==> config.mk <==
export PLATFORM = sky130hd
export DESIGN_NAME = bcd_countdown
export DESIGN_NICKNAME = d
export VERILOG_FILES = /design/src/rtl/bcd_countdown.sv
export SDC_FILE = /design/constraint.sdc
export NUM_CORES = 1
export LEC_CHECK = 0
export CORE_ASPECT_RATIO = 0.5
export CORE_MARGIN = 4
export CORE_UTILIZATION = 44
export DETAILED_ROUTE_END_ITERATION = 6
export GPL_ROUTABILITY_DRIVEN = 1
export PLACE_DENSITY = 0.76
export SLEW_MARGIN = 25
export SYNTH_ARGS = -nofsm -noshare
export SYNTH_HDL_FRONTEND = slang
export SYNTH_SLANG_ARGS = --single-unit
==> constraint.sdc <==
create_clock -name clk -period 2 [get_ports clk]
set_input_delay 0.3 -clock clk [delete_from_list [all_inputs] [get_ports clk]]
set_output_delay 0.3 -clock clk [all_outputs]
set_load 0.005 [all_outputs]
==> src/rtl/bcd_countdown.sv <==
// Six-digit BCD countdown timer: loads a preset and decrements once per TICK_DIV run cycles.
// Latency: all outputs registered; a start sampled at edge N gives the first digit change after edge N+TICK_DIV.
// Backpressure: none; control inputs are sampled every cycle with priority load > stop > start.
//
// Ports:
//   clk            system clock, rising edge
//   rst            asynchronous active-low reset
//   load/load_val  load six BCD digits ([3:0] units .. [23:20] hundred-thousands) and the reload register
//   start/stop     start or resume / pause counting
//   d0..d5         current digits, d0 units .. d5 hundred-thousands
//   running        high while in RUN
//   done           one-cycle pulse on the tick that reaches zero
//
// Optional feature: define BCD_COUNTDOWN_AUTORELOAD_EN for periodic mode. In that mode the
// zero-reaching tick reloads the preset and the timer keeps running.
module bcd_countdown #(
    parameter int TICK_DIV = 4
) (
    input  logic        clk,
    input  logic        rst,
    input  logic        load,
    input  logic [23:0] load_val,
    input  logic        start,
    input  logic        stop,
    output logic [3:0]  d0,
    output logic [3:0]  d1,
    output logic [3:0]  d2,
    output logic [3:0]  d3,
    output logic [3:0]  d4,
    output logic [3:0]  d5,
    output logic        running,
    output logic        done
);

    typedef enum logic [1:0] {IDLE, RUN, PAUSE, DONE} state_t;

    // A single prescaler bit is kept even for TICK_DIV=1; it stays at 0,
    // so the tick compare is always true and the counter folds away.
    localparam int            PW        = (TICK_DIV > 1) ? $clog2(TICK_DIV) : 1;
    localparam logic [PW-1:0] PRESC_MAX = PW'(TICK_DIV - 1);

    state_t        state_q, state_d;
    logic [23:0]   digits_q, digits_d;
    logic [23:0]   reload_q, reload_d;
    logic [PW-1:0] presc_q, presc_d;
    logic          done_q, done_d;
    logic          tick;

    // Borrow ripples upward through digits that are 0; each such digit wraps to 9.
    function automatic logic [23:0] bcd_dec(input logic [23:0] v);
        logic [23:0] r;
        logic        borrow;
        r      = v;
        borrow = 1'b1;
        for (int i = 0; i < 6; i++) begin
            if (borrow) begin
                if (v[i*4 +: 4] == 4'd0) begin
                    r[i*4 +: 4] = 4'd9;
                end else begin
                    r[i*4 +: 4] = v[i*4 +: 4] - 4'd1;
                    borrow      = 1'b0;
                end
            end
        end
        return r;
    endfunction

    assign tick = (state_q == RUN) && (presc_q == PRESC_MAX);

    always_comb begin
        state_d  = state_q;
        digits_d = digits_q;
        reload_d = reload_q;
        presc_d  = presc_q;
        done_d   = 1'b0;

        if (load) begin
            digits_d = load_val;
            reload_d = load_val;
            presc_d  = '0;
            state_d  = IDLE;
        end else if (state_q == RUN) begin
            if (stop) begin
                // Prescaler and digits hold so the run phase resumes exactly.
                state_d = PAUSE;
            end else if (tick) begin
                presc_d = '0;
                if (digits_q == 24'h000001) begin
                    done_d = 1'b1;
`ifdef BCD_COUNTDOWN_AUTORELOAD_EN
                    digits_d = reload_q;
`else
                    digits_d = 24'h000000;
                    state_d  = DONE;
`endif
                end else begin
                    digits_d = bcd_dec(digits_q);
                end
            end else begin
                presc_d = presc_q + 1'b1;
            end
        end else if (!stop && start) begin
            // A stop asserted alongside start blocks it; a zero value cannot be started.
            if ((state_q == IDLE || state_q == PAUSE) && digits_q != 24'h000000) begin
                state_d = RUN;
            end
        end
    end

    always_ff @(posedge clk or negedge rst) begin
        if (!rst) begin
            state_q  <= IDLE;
            digits_q <= 24'h000000;
            reload_q <= 24'h000000;
            presc_q  <= '0;
            done_q   <= 1'b0;
        end else begin
            state_q  <= state_d;
            digits_q <= digits_d;
            reload_q <= reload_d;
            presc_q  <= presc_d;
            done_q   <= done_d;
        end
    end

    assign d0      = digits_q[3:0];
    assign d1      = digits_q[7:4];
    assign d2      = digits_q[11:8];
    assign d3      = digits_q[15:12];
    assign d4      = digits_q[19:16];
    assign d5      = digits_q[23:20];
    assign running = (state_q == RUN);
    assign done    = done_q;

endmodule

==> results of run 1 <==
-- worst max-delay path by stage --
stage	startpoint	endpoint	slack (ns)	cells after the start
2_1_floorplan	digits_q[0]	digits_q[12]	0.004	7
6_report	digits_q[20]	digits_q[23]	-0.12	9
3_5_place_dp	stop	digits_q[11]	-0.15	6
5_1_grt	digits_q[20]	digits_q[23]	-0.20	9
3_3_place_gp	digits_q[1]	digits_q[15]	-0.13	9
4_1_cts	digits_q[17]	digits_q[23]	-0.03	9
-- logic make-up (layout without fill, tap and decap cells) --
family                   after synthesis  in the layout  share of synthesized area
adder cells (fa/ha/maj)               12             12                    0.07220
flip-flops                            29             29                     0.3490
AO/OA/AOI/OAI                         78             78                     0.2605
AND/OR/NAND/NOR                       77             77                     0.2166
multiplexers                           7              7                    0.03670
XOR/XNOR                               2              2                   0.008425
buffers and inverters                 31            156                    0.05656
-- power by group through the flow --
stage               registers (W)  clock network (W)  logic [W]
floorplan                0.000766                  0   0.000325
global placement         0.000741                  0   0.000781
detailed placement       0.000747                  0   0.000806
CTS                      0.000742           0.000494   0.000889
global route             0.000765           0.000523    0.00105
finish                   0.000757           0.000486   0.000970
-- state kept, by name (all words and copies together) (netlist names) --
register / flops
state_q: 2
digits_q: 24
presc_q: 2
done: 1
-- cell usage after synthesis, types with 3 or more instances --
master	count
sky130_fd_sc_hd__mux2i_1	5
sky130_fd_sc_hd__o22ai_1	3
sky130_fd_sc_hd__buf_1	3
sky130_fd_sc_hd__nor2_1	21
sky130_fd_sc_hd__nor4b_1	3
sky130_fd_sc_hd__o41ai_1	3
sky130_fd_sc_hd__nand2_1	17
sky130_fd_sc_hd__nor3b_1	5
sky130_fd_sc_hd__dfrtp_1	29
sky130_fd_sc_hd__clkbuf_1	5
sky130_fd_sc_hd__ha_1	12
sky130_fd_sc_hd__o21bai_1	3
sky130_fd_sc_hd__inv_1	22
sky130_fd_sc_hd__o31ai_1	5
sky130_fd_sc_hd__a21oi_1	26
sky130_fd_sc_hd__a22oi_1	3
sky130_fd_sc_hd__nor3_1	5
sky130_fd_sc_hd__o21ai_0	8
sky130_fd_sc_hd__o311ai_0	4
sky130_fd_sc_hd__and4_1	3
sky130_fd_sc_hd__a221oi_1	3
sky130_fd_sc_hd__or3b_2	4
-- repair_timing --
item | 4_1_cts | 5_1_grt
endpoints found under the setup margin | 20 | 24
pin swaps | 5 | 15
resized for setup | 20 | 30
setup buffers | 10 | 7
-- stage by stage --
step           setup slack, ns  cell area (um2)  utilization  power [W]  hold WS [ns]
2_1_floorplan         0.003943             2079            -   0.001091      0.004409
3_3_place_gp           -0.1299             3100       0.6908   0.001522        0.5203
3_5_place_dp           -0.1518             3100       0.6908   0.001553        0.5292
4_1_cts               -0.02998             3327       0.7413   0.002124        0.4185
5_1_grt                -0.1987             3485       0.7764   0.002338        0.4404
6_report               -0.1192             3485       0.7764   0.002213        0.4079
-- routing by layer --
metal  vias up  share of wire  global-route usage
met1      1157           0.44              0.3071
met5         -              0                   0
met2        97           0.48              0.3841
li1       1124              -                   -
met3        11          0.060             0.04478
met4         0          0.013             0.06542
-- layout make-up --
cell class / instances / area (um2) / area share
inverters: 22 / 82.58 / 0.02370
flip-flops and latches: 29 / 725.7 / 0.2083
well taps: 66 / 82.58 / 0.02370
clock inverters: 2 / 10.01 / 0.002873
multi-input cells: 176 / 1406 / 0.4036
clock buffers: 6 / 72.57 / 0.02083
repair buffers: 126 / 1105 / 0.3171
-- worst max-delay path: cells and delay by family (launching register included) --
kind,cells,cell delay (ns)
AO/OA/AOI/OAI,2,0.29
flip-flops,1,0.40
AND/OR/NAND/NOR,2,0.38
multiplexers,1,0.29
adder cells (fa/ha/maj),1,0.20
buffers and inverters,3,0.45
==> results list, run 1 <==
- The region available for standard cell placement spans between 4000 and 5000 um2.
- Starting density of the core: 0.4633
- Filler cell count: around 300
* Power density over cell area: approximately 640 nW/um2
* Final cell count without fillers: about 430
- The number of global-route vias before repair is 2272.
* Pin count of the biggest net entering global routing: 43
- Final total negative setup slack: -0.7123 ns
* Clock-pin slew on the worst setup and hold paths: 0.07 ns
- Synthesis-stage register bit count: 29
* Final setup slack of the worst path: -0.1192 ns
- The share of total power dissipated in combinational logic is 0.438.
- Internal Pwr Total: ~0.0015 W
- Highest achievable clock rate: between 0.4 and 0.5 GHz
- Yosys attributes the largest share of cell area to sky130_fd_sc_hd__dfrtp_1 35%, sky130_fd_sc_hd__ha_1 7.2%, sky130_fd_sc_hd__a21oi_1 6.3%.
- In this design, the stage delay of the slowest critical-path cell is about 0.4 ns.
- Maximum clock path buffer count: 2
- Across the VDD grid, the largest voltage drop is 318.8 uV.
- Routed wire length: around 7300 um
* Total global-route track usage: 0.2307
- Overflow left after global routing: 0
* Number of hold-repair buffers added at the cts stage: 0
* Antenna diode count: 0
- In this run the remaining antenna-violating nets after routing total 0.
- After legalization and detailed placement, the total HPWL measured about 4900 um.
* Worst max-slew margin expressed relative to the limit: 0.7088
- Leaving out fill and tap cells, the most frequent cell in the layout is sky130_fd_sc_hd__buf_4.
* Warnings, synthesis: 0
- Final weighted congestion of routability-driven global placement: ~0.86
* Clock buffers created by TritonCTS: 5
- The routed layout has about 2400 vias.
* Depth of the worst register-to-register path: 9
- Post-synthesis cell count: around 240
- Endpoint required time on the critical path: around 2.2 ns
- Inst Count DP: around 400
- The worst path in the final design needs a cycle of between 2 and 2.5 ns, including I/O delays and setup.
- Mean number of vias per cell: about 5.6
* Top fanout value on the critical path: 3
- The checks that failed: negative setup slack.
* Leading cell types in the layout, fill and taps excluded: 68 x sky130_fd_sc_hd__buf_4, 54 x sky130_fd_sc_hd__clkdlybuf4s50_1, 29 x sky130_fd_sc_hd__dfrtp_1
* RSZ-0062 raised after global routing: true
- The final number of hold-violating endpoints came to 0.
- Routed length per instance: 17.02 um
- The min-delay analysis places its worst path in the category in -> async.
* Post-synthesis cell area: 2079 um2
- The worst setup path is launched from a register.
- Worst reg2reg path startpoint: digits_q[20]
- Across the run, the number of max-cap violations was 0.
- Arrival time of the worst setup path: between 2 and 2.5 ns
- Most common flop cell mapped by yosys: sky130_fd_sc_hd__dfrtp_1
- Count of cell types in the netlist: 54
- Count of pins over their slew limit: 0
- Number of rows created at floorplan: 17
* CTS root buffer: sky130_fd_sc_hd__clkbuf_8
- Walking the worst path, the cells encountered are inv_1, ha_2, nor3b_4, nand4_1, buf_4, a211oi_2, buf_4, a21oi_4, mux2_4.
- Counting flops with an async set or reset pin after synthesis yields a share of 1.000.
- In this run the critical register-to-register path is captured at digits_q[23].
- Portion of total power attributed to the clock network: 0.220
* Clock Sink Count: 29
* Fraction of the yosys area taken by sequential cells: 0.3490
- Overall die height: about 57 um
- Slew at the pin closest to its max-slew limit: around 0.43 ns
- For this run, design rule violations remaining after detail routing come to 0.
* Number of synthesized flops with an enable pin: 0
* Number of I/O pins: 55
- Total nets after synthesis: 277
- Fraction of synthesized cell area taken by the top area cell type: 0.3490
* Number of H-tree levels: 2
* Biggest area consumer among synthesized cells: sky130_fd_sc_hd__dfrtp_1
* Drt first-iter violations: 150
- Drt pass-1 iters: 4
* Synth-to-layout area growth: 67.57%
* Nets: 401
- TritonCTS built the clock tree.
* Number of antenna violations at the first check in global routing: 0
- Setup violations remaining at the end of the flow were counted as 10.
* Final clock skew: 0.007184 ns
- Clock network latency to the later pin of the worst-skew pair: 0.29 ns
* Static leakage: 1.503 nW
- Fraction of the cycle the final worst path needs: 1.060
- The worst setup path is of the reg -> reg kind.
- Switching power of the nets: roughly 0.00074 W
- Element type at the critical path end: register
- Fraction of power spent switching nets: 0.3359
- Mean Syn Cell Area: between 8 and 9 um2
- Most Frequent Cell on Critical Path: sky130_fd_sc_hd__buf_4
- Full die area: 5957 um2
- The largest individual stage delay along the critical path comes from the cell sky130_fd_sc_hd__dfrtp_1.
* Share of post-route cells with drive strength above 1: 0.3490
* Chip width: roughly 110 um
* Flop-to-flop setup slack: -0.12 ns
- Number of buffers inserted by port buffering: 54
* Outcome: finished, violations left
- The first global-routing pass estimated roughly 11000 um of wire.
- Register share of total power: 0.342
No activity file was read; power rests on OpenSTA's default activity.
==> run 2, diff against run 1 <==
--- a/config.mk
+++ b/config.mk
@@ -11,7 +11,8 @@
 export DETAILED_ROUTE_END_ITERATION = 6
 export GPL_ROUTABILITY_DRIVEN = 1
 export PLACE_DENSITY = 0.76
-export SLEW_MARGIN = 25
+export SKIP_LAST_GASP = 1
 export SYNTH_ARGS = -nofsm -noshare
 export SYNTH_HDL_FRONTEND = slang
 export SYNTH_SLANG_ARGS = --single-unit
+export TNS_END_PERCENT = 100
==> results list, run 2 (synthesis gave the netlist of run 1 again) <==
- Routed length per instance: 17.03 um (was 17.02 um)
* Overall die height: 56.61 um (unchanged)
- Failing checks: negative setup slack (unchanged).
* Static leakage: 1.506 nW (was 1.503 nW)
- Final total negative setup slack: -0.7741 ns (was -0.7123 ns)
- The number of DRC markers in iteration 0 is 168 (was 150).
- Leading cell types in the layout, fill and taps excluded: 68 x sky130_fd_sc_hd__buf_4, 54 x sky130_fd_sc_hd__clkdlybuf4s50_1, 29 x sky130_fd_sc_hd__dfrtp_1 (unchanged)
- Mean number of vias per cell: 5.677 (was 5.595)
- The die footprint is 5957 um2 (unchanged).
- Biggest registers after layout: digits_q x24, presc_q x2, state_q x2 (unchanged)
- Final clock skew: 0.004778 ns (was 0.007184 ns)
- RSZ-0062 raised after global routing: true (unchanged)
- Hold violation total from the final report: 0 (unchanged)
- The number of antenna violations at the first check in global routing was 0 (unchanged).
- Antenna violation net count after detailed routing: 0 (unchanged)
- Overall via count from detail_route: 2424 (was 2389)
- The number of global-route vias before repair is 2272 (unchanged).
- Clock Sink Count: 29 (unchanged)
- The max-capacitance violation count is 0 (unchanged).
- Hold WS: 0.4087 ns (was 0.4079 ns)
- The highest fanout seen on the critical path came to 3 (unchanged).
* Final setup slack of the worst path: -0.1280 ns (was -0.1192 ns)
- The total inserted antenna cells was 0 (unchanged).
* Drt pass-1 iters: 6 (was 4)
- The layout overhead on the synthesized area came to 67.45% (was 67.57%).
- Core Area: 4488 um2 (unchanged)
- The number of remaining DRC errors came to 0 (unchanged).
* Nets: 401 (unchanged)
- Outcome: finished, violations left (unchanged).
- The layout cell share with drive strength beyond 1 came to 0.3435 (was 0.3490).
* Maximum clock path buffer count: 2 (unchanged)
* Post-DP HPWL: 4882 um (unchanged)
* Clock network latency to the later pin of the worst-skew pair: 0.29 ns (about the same)
- Total global-route track usage: 0.2307 (unchanged)
* Final weighted congestion of routability-driven global placement: 0.8570 (unchanged)
* Slew at the pin closest to its max-slew limit: 0.4311 ns (was 0.4307 ns)
- Overflow left after global routing: 0 (unchanged)
- The number of flip-flops under the largest register name was 24 (unchanged).
- Count of endpoints failing setup in the final report: 10 (unchanged)
- The clock period minus final worst setup slack came to 2.128 ns (was 2.119 ns).
* Number of rows created at floorplan: 17 (unchanged)
- Fraction of the cycle the final worst path needs: 1.064 (was 1.060)
- The arrival time of the worst setup path came to 2.30 ns (was 2.29 ns).
- HP Class: in -> async (unchanged)
- Most common library cell in the layout ignoring fill and taps: sky130_fd_sc_hd__buf_4 (unchanged)
- The critical path required time is 2.17 ns (about the same).
* Clock tree from TritonCTS: done (unchanged)
* Worst max-slew margin expressed relative to the limit: 0.7086 (was 0.7088)
* VDD IR max: 319.3 uV (was 318.8 uV)
- The number of hold buffers added after cts is 0 (unchanged).
- The number of CTS-inserted buffers is 5 (unchanged).
- Highest achievable clock rate: 0.4699 GHz (was 0.4719 GHz)
- Element type at the critical path end: register (unchanged)
* Number of H-tree levels: 2 (unchanged)
- The launching element type of the critical path was a register (unchanged).
- Starting density of the core: 0.4633 (unchanged)
- Routed wire length: 7270 um (was 7267 um)
- Pin count of the biggest net entering global routing: 43 (unchanged)
- The first-pass GRT wire length came to 10940 um (unchanged).
- Count of pins over their slew limit: 0 (unchanged)
- Register bank with the most flops: digits_q (unchanged)
- The count of boundary I/O pins was 55 (unchanged).
- The root buffer cell is sky130_fd_sc_hd__clkbuf_8 (unchanged).
* Number of buffers inserted by port buffering: 54 (unchanged)
- Chip width: 105.2 um (unchanged)
- The classification of the worst setup path was reg -> reg (unchanged).
- The post-CTS clock slew at the launch and capture registers of the worst setup and hold paths is 0.07 ns (about the same).
* Power density over cell area: 636.9 nW/um2 (was 635.2 nW/um2)
## run 2: cell counts in the layout (fill, tap and decap cells not counted)
No cell type changed its count.
## run 2: per-layer routing
layer | GRT usage | up-vias | routed length [um]
met5 | 0 | - | 0
met4 | 0.06542 | 0 | 108
met3 | 0.04478 | 20 | 449
met2 | 0.3841 | 118 | 3518
met1 | 0.3071 | 1162 | 3193
li1 | - | 1124 | -
## run 2: repair_timing
item	in CTS	in global routing
cloned	0	0
gates resized for setup	20	28
buffers inserted	10	7
pin swaps	5	15
setup endpoints to repair	20	24
## run 2: worst paths after layout
kind	endpoint	startpoint	slack [ns]	depth (start not counted)
max	digits_q[23]	digits_q[20]	-0.13	9
min	digits_q[1]	rst	0.41	2
max reg2reg	digits_q[23]	digits_q[20]	-0.13	9
min reg2reg	presc_q[1]	presc_q[1]	0.57	2
max in group asynchronous	state_q[1]	rst	1.30	2
min in group clk	digits_q[9]	load_val[9]	0.55	3
## run 2: power by group
part           leakage (nW)  internal, W  switching, W
combinational          1.11     0.000568      0.000400
sequential            0.352     0.000660     0.0000963
clock                0.0450     0.000241      0.000252
## run 2: layout make-up
class                      count  area (um2)
timing repair buffer         126        1105
inverter                      22       82.58
fill                         298        1006
clock buffer                   6       72.57
sequential                    29       725.7
tap                           66       82.58
multi-input combinational    176        1404
clock inverter                 2       10.01
## run 2: per-stage QoR
step | total power, W | setup WS, ns | utilization | std cells | cell area, um2
finish | 0.002218 | -0.1280 | 0.7759 | 427 | 3482
detailed placement | 0.001553 | -0.1518 | 0.6908 | 403 | 3100
global placement | 0.001522 | -0.1299 | 0.6908 | 403 | 3100
CTS | 0.002124 | -0.02998 | 0.7413 | 421 | 3327
floorplan | 0.001091 | 0.003943 | - | 236 | 2079
global route | 0.002337 | -0.1987 | 0.7759 | 427 | 3482
## run 2: worst max-delay path: stages, from the launching register on
cell                       delay (ns)
sky130_fd_sc_hd__dfrtp_1         0.40
sky130_fd_sc_hd__inv_1           0.09
sky130_fd_sc_hd__ha_2            0.19
sky130_fd_sc_hd__nor3b_4         0.22
sky130_fd_sc_hd__nand4_1         0.17
sky130_fd_sc_hd__buf_4           0.18
sky130_fd_sc_hd__a211oi_2        0.23
sky130_fd_sc_hd__buf_4           0.19
sky130_fd_sc_hd__a21oi_4         0.06
sky130_fd_sc_hd__mux2_4          0.29
